`src/rtl/conv_result_streamer_if.sv`:
```
// Byte-stream handshake bundle carrying the unpacked conv result.
interface conv_result_streamer_if #(
    parameter int unsigned W     = 8,
    parameter int unsigned IDX_W = 7
);
    logic             valid;
    logic             ready;
    logic [W-1:0]     data;
    logic [IDX_W-1:0] idx;
    logic             last;

    modport master (output valid, data, idx, last, input ready);
    modport slave  (input valid, data, idx, last, output ready);
endinterface

```
`src/rtl/conv_result_streamer.sv`:
```
// conv_result_streamer: snapshots the flattened conv result vector and
// streams it out byte by byte (byte 0 first) over a valid/ready handshake.
// Optional feature macro STREAM_CHKSUM_EN appends a mod-2^W byte checksum
// as one extra byte with idx = N_BYTES.
module conv_result_streamer #(
    parameter int unsigned N_BYTES = 108,
    parameter int unsigned W       = 8,
    parameter int unsigned IDX_W   = 7
) (
    input  logic                   clk,
    input  logic                   rst_n,
    input  logic                   start,
    input  logic [N_BYTES*W-1:0]   conv_lin,
    output logic                   busy,
    output logic                   done,
    conv_result_streamer_if.master out
);

    localparam int unsigned VEC_W = N_BYTES * W;
    localparam logic [IDX_W-1:0] LAST_IDX = IDX_W'(N_BYTES - 1);
`ifdef STREAM_CHKSUM_EN
    localparam logic [IDX_W-1:0] CHK_IDX = IDX_W'(N_BYTES);

    typedef enum logic [1:0] {IDLE = 2'd0, STREAM = 2'd1, CHK = 2'd2} state_t;
`else
    typedef enum logic {IDLE = 1'b0, STREAM = 1'b1} state_t;
`endif

    state_t           state_q, state_d;
    // Bytes not yet presented; shifted down one byte per transfer.
    logic [VEC_W-1:0] cap_q, cap_d;
    logic [W-1:0]     data_q, data_d;
    logic [IDX_W-1:0] idx_q, idx_d;
    logic             valid_q, valid_d;
    logic             last_q, last_d;
    logic             busy_q, busy_d;
    logic             done_q, done_d;
`ifdef STREAM_CHKSUM_EN
    logic [W-1:0]     sum_q, sum_d;
`endif

    logic xfer_c;
    assign xfer_c = valid_q & out.ready;

    // State and output registers.
    always_ff @(posedge clk or negedge rst_n) begin
        if (!rst_n) begin
            state_q <= IDLE;
            cap_q   <= '0;
            data_q  <= '0;
            idx_q   <= '0;
            valid_q <= 1'b0;
            last_q  <= 1'b0;
            busy_q  <= 1'b0;
            done_q  <= 1'b0;
`ifdef STREAM_CHKSUM_EN
            sum_q   <= '0;
`endif
        end else begin
            state_q <= state_d;
            cap_q   <= cap_d;
            data_q  <= data_d;
            idx_q   <= idx_d;
            valid_q <= valid_d;
            last_q  <= last_d;
            busy_q  <= busy_d;
            done_q  <= done_d;
`ifdef STREAM_CHKSUM_EN
            sum_q   <= sum_d;
`endif
        end
    end

    // Next-state and next-output logic.
    always_comb begin
        state_d = state_q;
        cap_d   = cap_q;
        data_d  = data_q;
        idx_d   = idx_q;
        valid_d = valid_q;
        last_d  = last_q;
        busy_d  = busy_q;
        done_d  = 1'b0;
`ifdef STREAM_CHKSUM_EN
        sum_d   = sum_q;
`endif

        case (state_q)
            IDLE: begin
                if (start) begin
                    cap_d   = conv_lin >> W;
                    data_d  = conv_lin[W-1:0];
                    idx_d   = '0;
                    valid_d = 1'b1;
                    busy_d  = 1'b1;
                    last_d  = 1'b0;
                    state_d = STREAM;
                end
            end

            STREAM: begin
                if (xfer_c) begin
`ifdef STREAM_CHKSUM_EN
                    sum_d = sum_q + data_q;
`endif
                    if (idx_q == LAST_IDX) begin
`ifdef STREAM_CHKSUM_EN
                        data_d  = sum_q + data_q;
                        idx_d   = CHK_IDX;
                        last_d  = 1'b1;
                        state_d = CHK;
`else
                        valid_d = 1'b0;
                        busy_d  = 1'b0;
                        last_d  = 1'b0;
                        done_d  = 1'b1;
                        state_d = IDLE;
`endif
                    end else begin
                        data_d = cap_q[W-1:0];
                        cap_d  = cap_q >> W;
                        idx_d  = idx_q + IDX_W'(1);
`ifdef STREAM_CHKSUM_EN
                        last_d = 1'b0;
`else
                        last_d = ((idx_q + IDX_W'(1)) == LAST_IDX);
`endif
                    end
                end
            end

`ifdef STREAM_CHKSUM_EN
            CHK: begin
                if (xfer_c) begin
                    valid_d = 1'b0;
                    busy_d  = 1'b0;
                    last_d  = 1'b0;
                    done_d  = 1'b1;
                    sum_d   = '0;
                    state_d = IDLE;
                end
            end
`endif

            default: state_d = IDLE;
        endcase
    end

    assign out.valid = valid_q;
    assign out.data  = data_q;
    assign out.idx   = idx_q;
    assign out.last  = last_q;
    assign busy      = busy_q;
    assign done      = done_q;

endmodule

```
`src/flat_wrapper.sv`:
```
// flat-port wrapper written by rule: the top's interface ports become plain ports
module conv_result_streamer_flat 
#(
    parameter int unsigned N_BYTES = 108,
    parameter int unsigned W       = 8,
    parameter int unsigned IDX_W   = 7
)
  (clk, rst_n, start, conv_lin, busy, done, out_valid, out_data, out_idx, out_last, out_ready);
  conv_result_streamer_if #(.W(W), .IDX_W(IDX_W)) out_i ();
  input  logic clk;
  input  logic rst_n;
  input  logic start;
  input  logic [N_BYTES*W-1:0] conv_lin;
  output logic busy;
  output logic done;
  output wire logic [$bits(out_i.valid)-1:0] out_valid;
  output wire logic [$bits(out_i.data)-1:0] out_data;
  output wire logic [$bits(out_i.idx)-1:0] out_idx;
  output wire logic [$bits(out_i.last)-1:0] out_last;
  input wire logic [$bits(out_i.ready)-1:0] out_ready;
  assign out_valid = out_i.valid;
  assign out_data = out_i.data;
  assign out_idx = out_i.idx;
  assign out_last = out_i.last;
  assign out_i.ready = out_ready;
  conv_result_streamer #(.N_BYTES(N_BYTES), .W(W), .IDX_W(IDX_W)) u_core (.clk(clk), .rst_n(rst_n), .start(start), .conv_lin(conv_lin), .busy(busy), .done(done), .out(out_i));
endmodule
```
`config.mk`:
```
export PLATFORM = sky130hd
export DESIGN_NAME = conv_result_streamer_flat
export DESIGN_NICKNAME = d
export VERILOG_FILES = /design/src/rtl/conv_result_streamer_if.sv /design/src/rtl/conv_result_streamer.sv /design/src/flat_wrapper.sv
export SDC_FILE = /design/constraint.sdc
export NUM_CORES = 2
export LEC_CHECK = 0
export CAP_MARGIN = 10
export CORE_AREA = 5 5 344 346
export CTS_CLUSTER_SIZE = 14
export DETAILED_ROUTE_END_ITERATION = 8
export DIE_AREA = 0 0 349 351
export PLACE_DENSITY = 0.65
export SLEW_MARGIN = 20
export SYNTH_ARGS = -nofsm -noshare
export SYNTH_HDL_FRONTEND = slang
export SYNTH_SLANG_ARGS = --single-unit
```
`constraint.sdc`:
```
create_clock -name clk -period 2.3 [get_ports clk]
set_input_delay 0.46 -clock clk [delete_from_list [all_inputs] [get_ports clk]]
set_output_delay 0.46 -clock clk [all_outputs]
set_load 0.03 [all_outputs]
```
## Word-level counts from Yosys, hierarchy flattened

Cells that the tools add are included.

| word-level totals | value |
|---|---|
| memory bits (read-only) | 0 |
| memories | 0 |
| bits of input ports | 868 |
| bits in latches | 0 |
| bits in registers | 883 |
| output and inout bits | 19 |
| bits in writable memories | 0 |

| operators by class | value |
|---|---|
| bitwise logic cells | 2 |
| muxes and demuxes | 27 |
| div/mod/pow operators | 0 |
| eq/ne operators | 6 |
| shifts and indexed selects | 0 |
| multiply operators | 0 |
| order comparisons | 0 |
| $add $sub $neg | 1 |
| reductions and logical operators | 3 |

Operator list:

| kind | count |
|---|---|
| 864-bit two-way mux | 3 |
| 864-bit one-hot mux with 2 select lines | 1 |
| 8-bit two-way mux | 3 |
| 7-bit two-way mux | 3 |
| 8-bit one-hot mux with 2 select lines | 1 |
| 7-bit == test, second input constant | 2 |
| 7-bit one-hot mux with 2 select lines | 1 |
| 1-bit two-way mux | 12 |
| 2-bit inequality test, second input constant | 4 |
| 7-bit by 1-bit adder with 7-bit output, second input constant | 1 |
| 1-bit one-hot mux with 2 select lines | 3 |
| 3-bit AND reduction | 2 |
| 2-bit AND reduction | 1 |
| 1-bit bitwise AND | 1 |
| 1-bit NOT | 1 |

## Longest topological paths before layout

| depth | value |
|---|---|
| depth in word-level cells | 5 |
| gate-level depth with buffers | 9 |
| gate-level depth less buffers | 5 |

## Worst setup path before layout

Ideal clock, no wire load.

| timing path | value |
|---|---|
| path type | register -> register |
| start | register u_core.idx_q[0] (netlist: u_core.out.idx[0]) |
| end | register u_core.idx_q[2] (netlist: u_core.out.idx[2]) |
| data arrival time | 2003 ps |
| data required time | 2176 ps |
| setup time | 124 ps |
| stages on the path, launching flop included | 9 |
| slack | 173 ps |
| cell sequence | dfrtp_1 > ha_1 > and2_1 > a21o_1 > and2_1 > buf_4 > buf_6 > buf_2 > a211o_1 |

| on the way | value |
|---|---|
| cells in the longest elaborated chain, start to end | 4 |

Ends and longest elaborated chain:

| what | RTL line | source |
|---|---|---|
| start: declaration | conv_result_streamer.sv:33 | `logic [IDX_W-1:0] idx_q, idx_d;` |
| start signal: assignment | conv_result_streamer.sv:63 | `idx_q <= idx_d;` |
| 7-bit by 1-bit adder with 7-bit output | conv_result_streamer.sv:122 | `idx_d = idx_q + IDX_W'(1);` |
| 7-bit two-way mux | conv_result_streamer.sv:106 | `if (idx_q == LAST_IDX) begin` |
| 7-bit two-way mux | conv_result_streamer.sv:102 | `if (xfer_c) begin` |
| 7-bit one-hot mux with 2 select lines | conv_result_streamer.sv:88 | `case (state_q)` |

Parallel ways exist; a longest one is shown, timed or not. The select of a mux whose other input is x is not followed.
A chain may end at the register's enable or synchronous reset.

## Worst setup path after layout

| timing path | value |
|---|---|
| start | register u_core.data_q[1] (netlist: u_core.out.data[1]) |
| end | output port out_data[1] |

RTL lines:

| what | RTL line | source |
|---|---|---|
| start: declaration | conv_result_streamer.sv:32 | `logic [W-1:0] data_q, data_d;` |
| start signal: assignment | conv_result_streamer.sv:62 | `data_q <= data_d;` |
| end: declaration | flat_wrapper.sv:17 | `output wire logic [$bits(out_i.data)-1:0] out_data;` |

No word-level cell between the ends.

==> flow_metrics.tcl <==
set metrics [dict create \
    run_status "completed" \
    ys_seq_elements 875 \
    cts_tree "built" \
    rr_worst_depth 7 \
    h-tree-depth 3 \
    r2r-start "u_core.out.idx[1]$_DFFE_PN0P_" \
    tightest_slew_ps 749 \
    vias 34000 \
    synth_enable_flop_cells 0 \
    syn_to_final_growth_pct 33.3 \
    yosysUniqueCellTypes 33 \
    io_pins 887 \
    p_leak_uw 0.0290 \
    tns_ps 0 \
    grt_max_degree 108 \
    start_kind "register" \
    grt_pass1_wl_mm 213 \
    dpl.hpwl_mm 103 \
    rsz0062_at_grt "false" \
    ant_nets 0 \
    final_cell_mix "clkdlybuf4s50_1, dfrtp_1, nand3_1, mux2i_1, o21ai_0" \
    antenna_found_initial 43 \
    synthXorXnorAreaFrac_pct 0.0826 \
    clk_path_buf_depth 3 \
    crit_path_cell_trace "clkdlybuf4s50_1" \
    initial_core_util_pct 36.8 \
    initialDrtViolationCount 2831 \
    num_rows 125 \
    r2r_slack_ps 150 \
    synthArstFlopShare_pct 100 \
    wl_met3_mm 8.65 \
    cp_slowest_stage_delay_ps 700 \
    clk_latency_ps 680 \
    die_h_um 351 \
    dieWidth_um 349 \
    synthAdderAreaFrac_pct 0.0590 \
    crit_family "buffers and inverters" \
    cts_root_buf "clkbuf_16" \
    grt_pass1_vias 34200 \
    core_um2 115000 \
    syn_area_um2 42400 \
    nets 5516 \
    io_buffer_count 886 \
    drv_cap 0 \
    wl_met2_mm 71.8 \
    post-route-min-period_ps 2220 \
    fin_crit_sh_pct 96.7 \
    netlist.area_leader.share_pct 51.6 \
    synth_nets 4763 \
    viasPerCell 5.42 \
    gp_congestion 0.866 \
    yosysWarnings 0 \
    cts.sinks 875 \
    hold_viol 0 \
    crit_type "register to output pin" \
    clk_transition_reported_paths_ps 60 \
    overflow 0 \
    synthSimpleGateAreaFrac_pct 10.6 \
    setup_violations 0 \
    wl_per_cell_um 23.0 \
    path_depth 1 \
    ys_seq_area_share_pct 51.6 \
    yosysTopAreaCell "dfrtp_1" \
    grtUsageTotal_pct 22.3 \
    final_layout_size_suffix_gt1_share_pct 11.1 \
    p_per_area_nw_per_um2 841 \
    m1WireLength_mm 59.9 \
    highest_layer "met5" \
    worstSetupEndpointType "output pin" \
    worst-path-buf-inv 1 \
    syn_inst 3893 \
    r2r_end "u_core.cap_q[337]$_DFFE_PN0P_" \
    arrival_ps 1760 \
    dieArea_um2 122000 \
    peakVddDrop_mv 0.570 \
    fin_worst_skew_ps 40.8 \
    synthFlopType "dfrtp_1" \
    dp_cells 6067 \
    synth_top_family_by_area "multiplexers" \
    drc 0 \
    synth_mux_area_share_pct 20.2 \
    maxSlewHeadroom_pct 50.1 \
    synth_compound_area_share_pct 12.3 \
    finalNonFillerCells 6277 \
    fmax_mhz 450 \
    path_max_fanout 2 \
    cts_buffers 99 \
    holdWs_ps 354 \
    synthTopCellsByArea "dfrtp_1, mux2i_1, nand3_1, o21ai_0, o21ai_2" \
    synth.avg_cell_area_um2 10.9 \
    required_ps 1840 \
    critPathSlowestCell "clkdlybuf4s50_1" \
    hp-class "primary input to asynchronous set/reset pin" \
    drt_wl_total_mm 144 \
    slew_viol_final 0 \
    dr.pass1.iters 6 \
]
-- cell families (layout without fill, tap and decap cells) --
logic type,count (synthesis),after routing
flip-flops,875,875
multiplexers,856,856
buffers and inverters,392,1219
AO/OA/AOI/OAI,877,877
AND/OR/NAND/NOR,887,887
other,0,33
adder cells (fa/ha/maj),2,2
XOR/XNOR,4,4
-- power breakdown --
part           switching (µW)  leakage (µW)  internal [µW]
Sequential               2450        0.0118          19200
Clock                    6620       0.00164           9610
Combinational            4920        0.0156           4720
Total                   14000        0.0290          33600
-- cells in the mapped netlist (10+ instances only) --
library cell / count
o21ai_0: 559
buf_2: 85
o21ai_2: 210
mux2i_1: 856
o21ai_1: 90
dfrtp_1: 875
clkbuf_1: 200
buf_4: 13
a21o_1: 10
buf_12: 22
clkbuf_2: 55
nand3_1: 863
buf_6: 12
nor3b_1: 10
-- routing by layer --
metal  vias up  GRT usage [%]
met3       204           4.70
met1     17100           28.9
met4        16           7.35
met2       995           37.2
li1      15700              -
met5         -              0
-- timing repair --
action                                  CTS  global route
cloned                                    0             1
endpoints found under the setup margin   11           110
hold buffers                              1             0
hold endpoints to repair                 18             0
gates resized for setup                  11             6
buffers inserted                          0             0
-- sequential cells by signal, indices dropped and copies added (netlist names) --
| signal | count |
|---|---|
| u_core.out.data | 8 |
| u_core.out.last | 1 |
| u_core.cap_q | 856 |
| u_core.done | 1 |
| u_core.busy | 1 |
| u_core.state_q | 1 |
| u_core.out.idx | 7 |
-- cell type report --
| cell class | instances | area [µm²] |
|---|---|---|
| Antenna cell | 33 | 82.6 |
| Clock buffer | 148 | 2940 |
| Clock inverter | 27 | 409 |
| Fill cell | 10600 | 58600 |
| Inverter | 2 | 7.51 |
| Multi-Input combinational cell | 2626 | 18400 |
| Sequential cell | 875 | 21900 |
| Tap cell | 1524 | 1910 |
| Timing Repair Buffer | 1042 | 10900 |
-- through the flow --
stage                     cell area, µm²  utilization (%)  total power [µW]  setup slack (ps)
after global placement             53000             46.1             31200              49.5
after global routing               56500             49.1             50000              8.82
after CTS                          56400             49.0             47900              11.6
after detailed placement           53000             46.1             31600              14.7
final                              56500             49.1             47500              76.6
after floorplan                    42400                -             26900               173
-- worst max path at each step --
stage                                    from                       endpoint
2_1_floorplan   u_core.out.idx[0]$_DFFE_PN0P_  u_core.out.idx[2]$_DFFE_PN0P_
3_3_place_gp                        out_ready  u_core.out.idx[5]$_DFFE_PN0P_
3_5_place_dp                        out_ready  u_core.cap_q[359]$_DFFE_PN0P_
4_1_cts        u_core.out.data[1]$_DFFE_PN0P_                    out_data[1]
5_1_grt        u_core.out.data[1]$_DFFE_PN0P_                    out_data[1]
6_report       u_core.out.data[1]$_DFFE_PN0P_                    out_data[1]
Note: power is estimated with default switching activity, not from simulation.
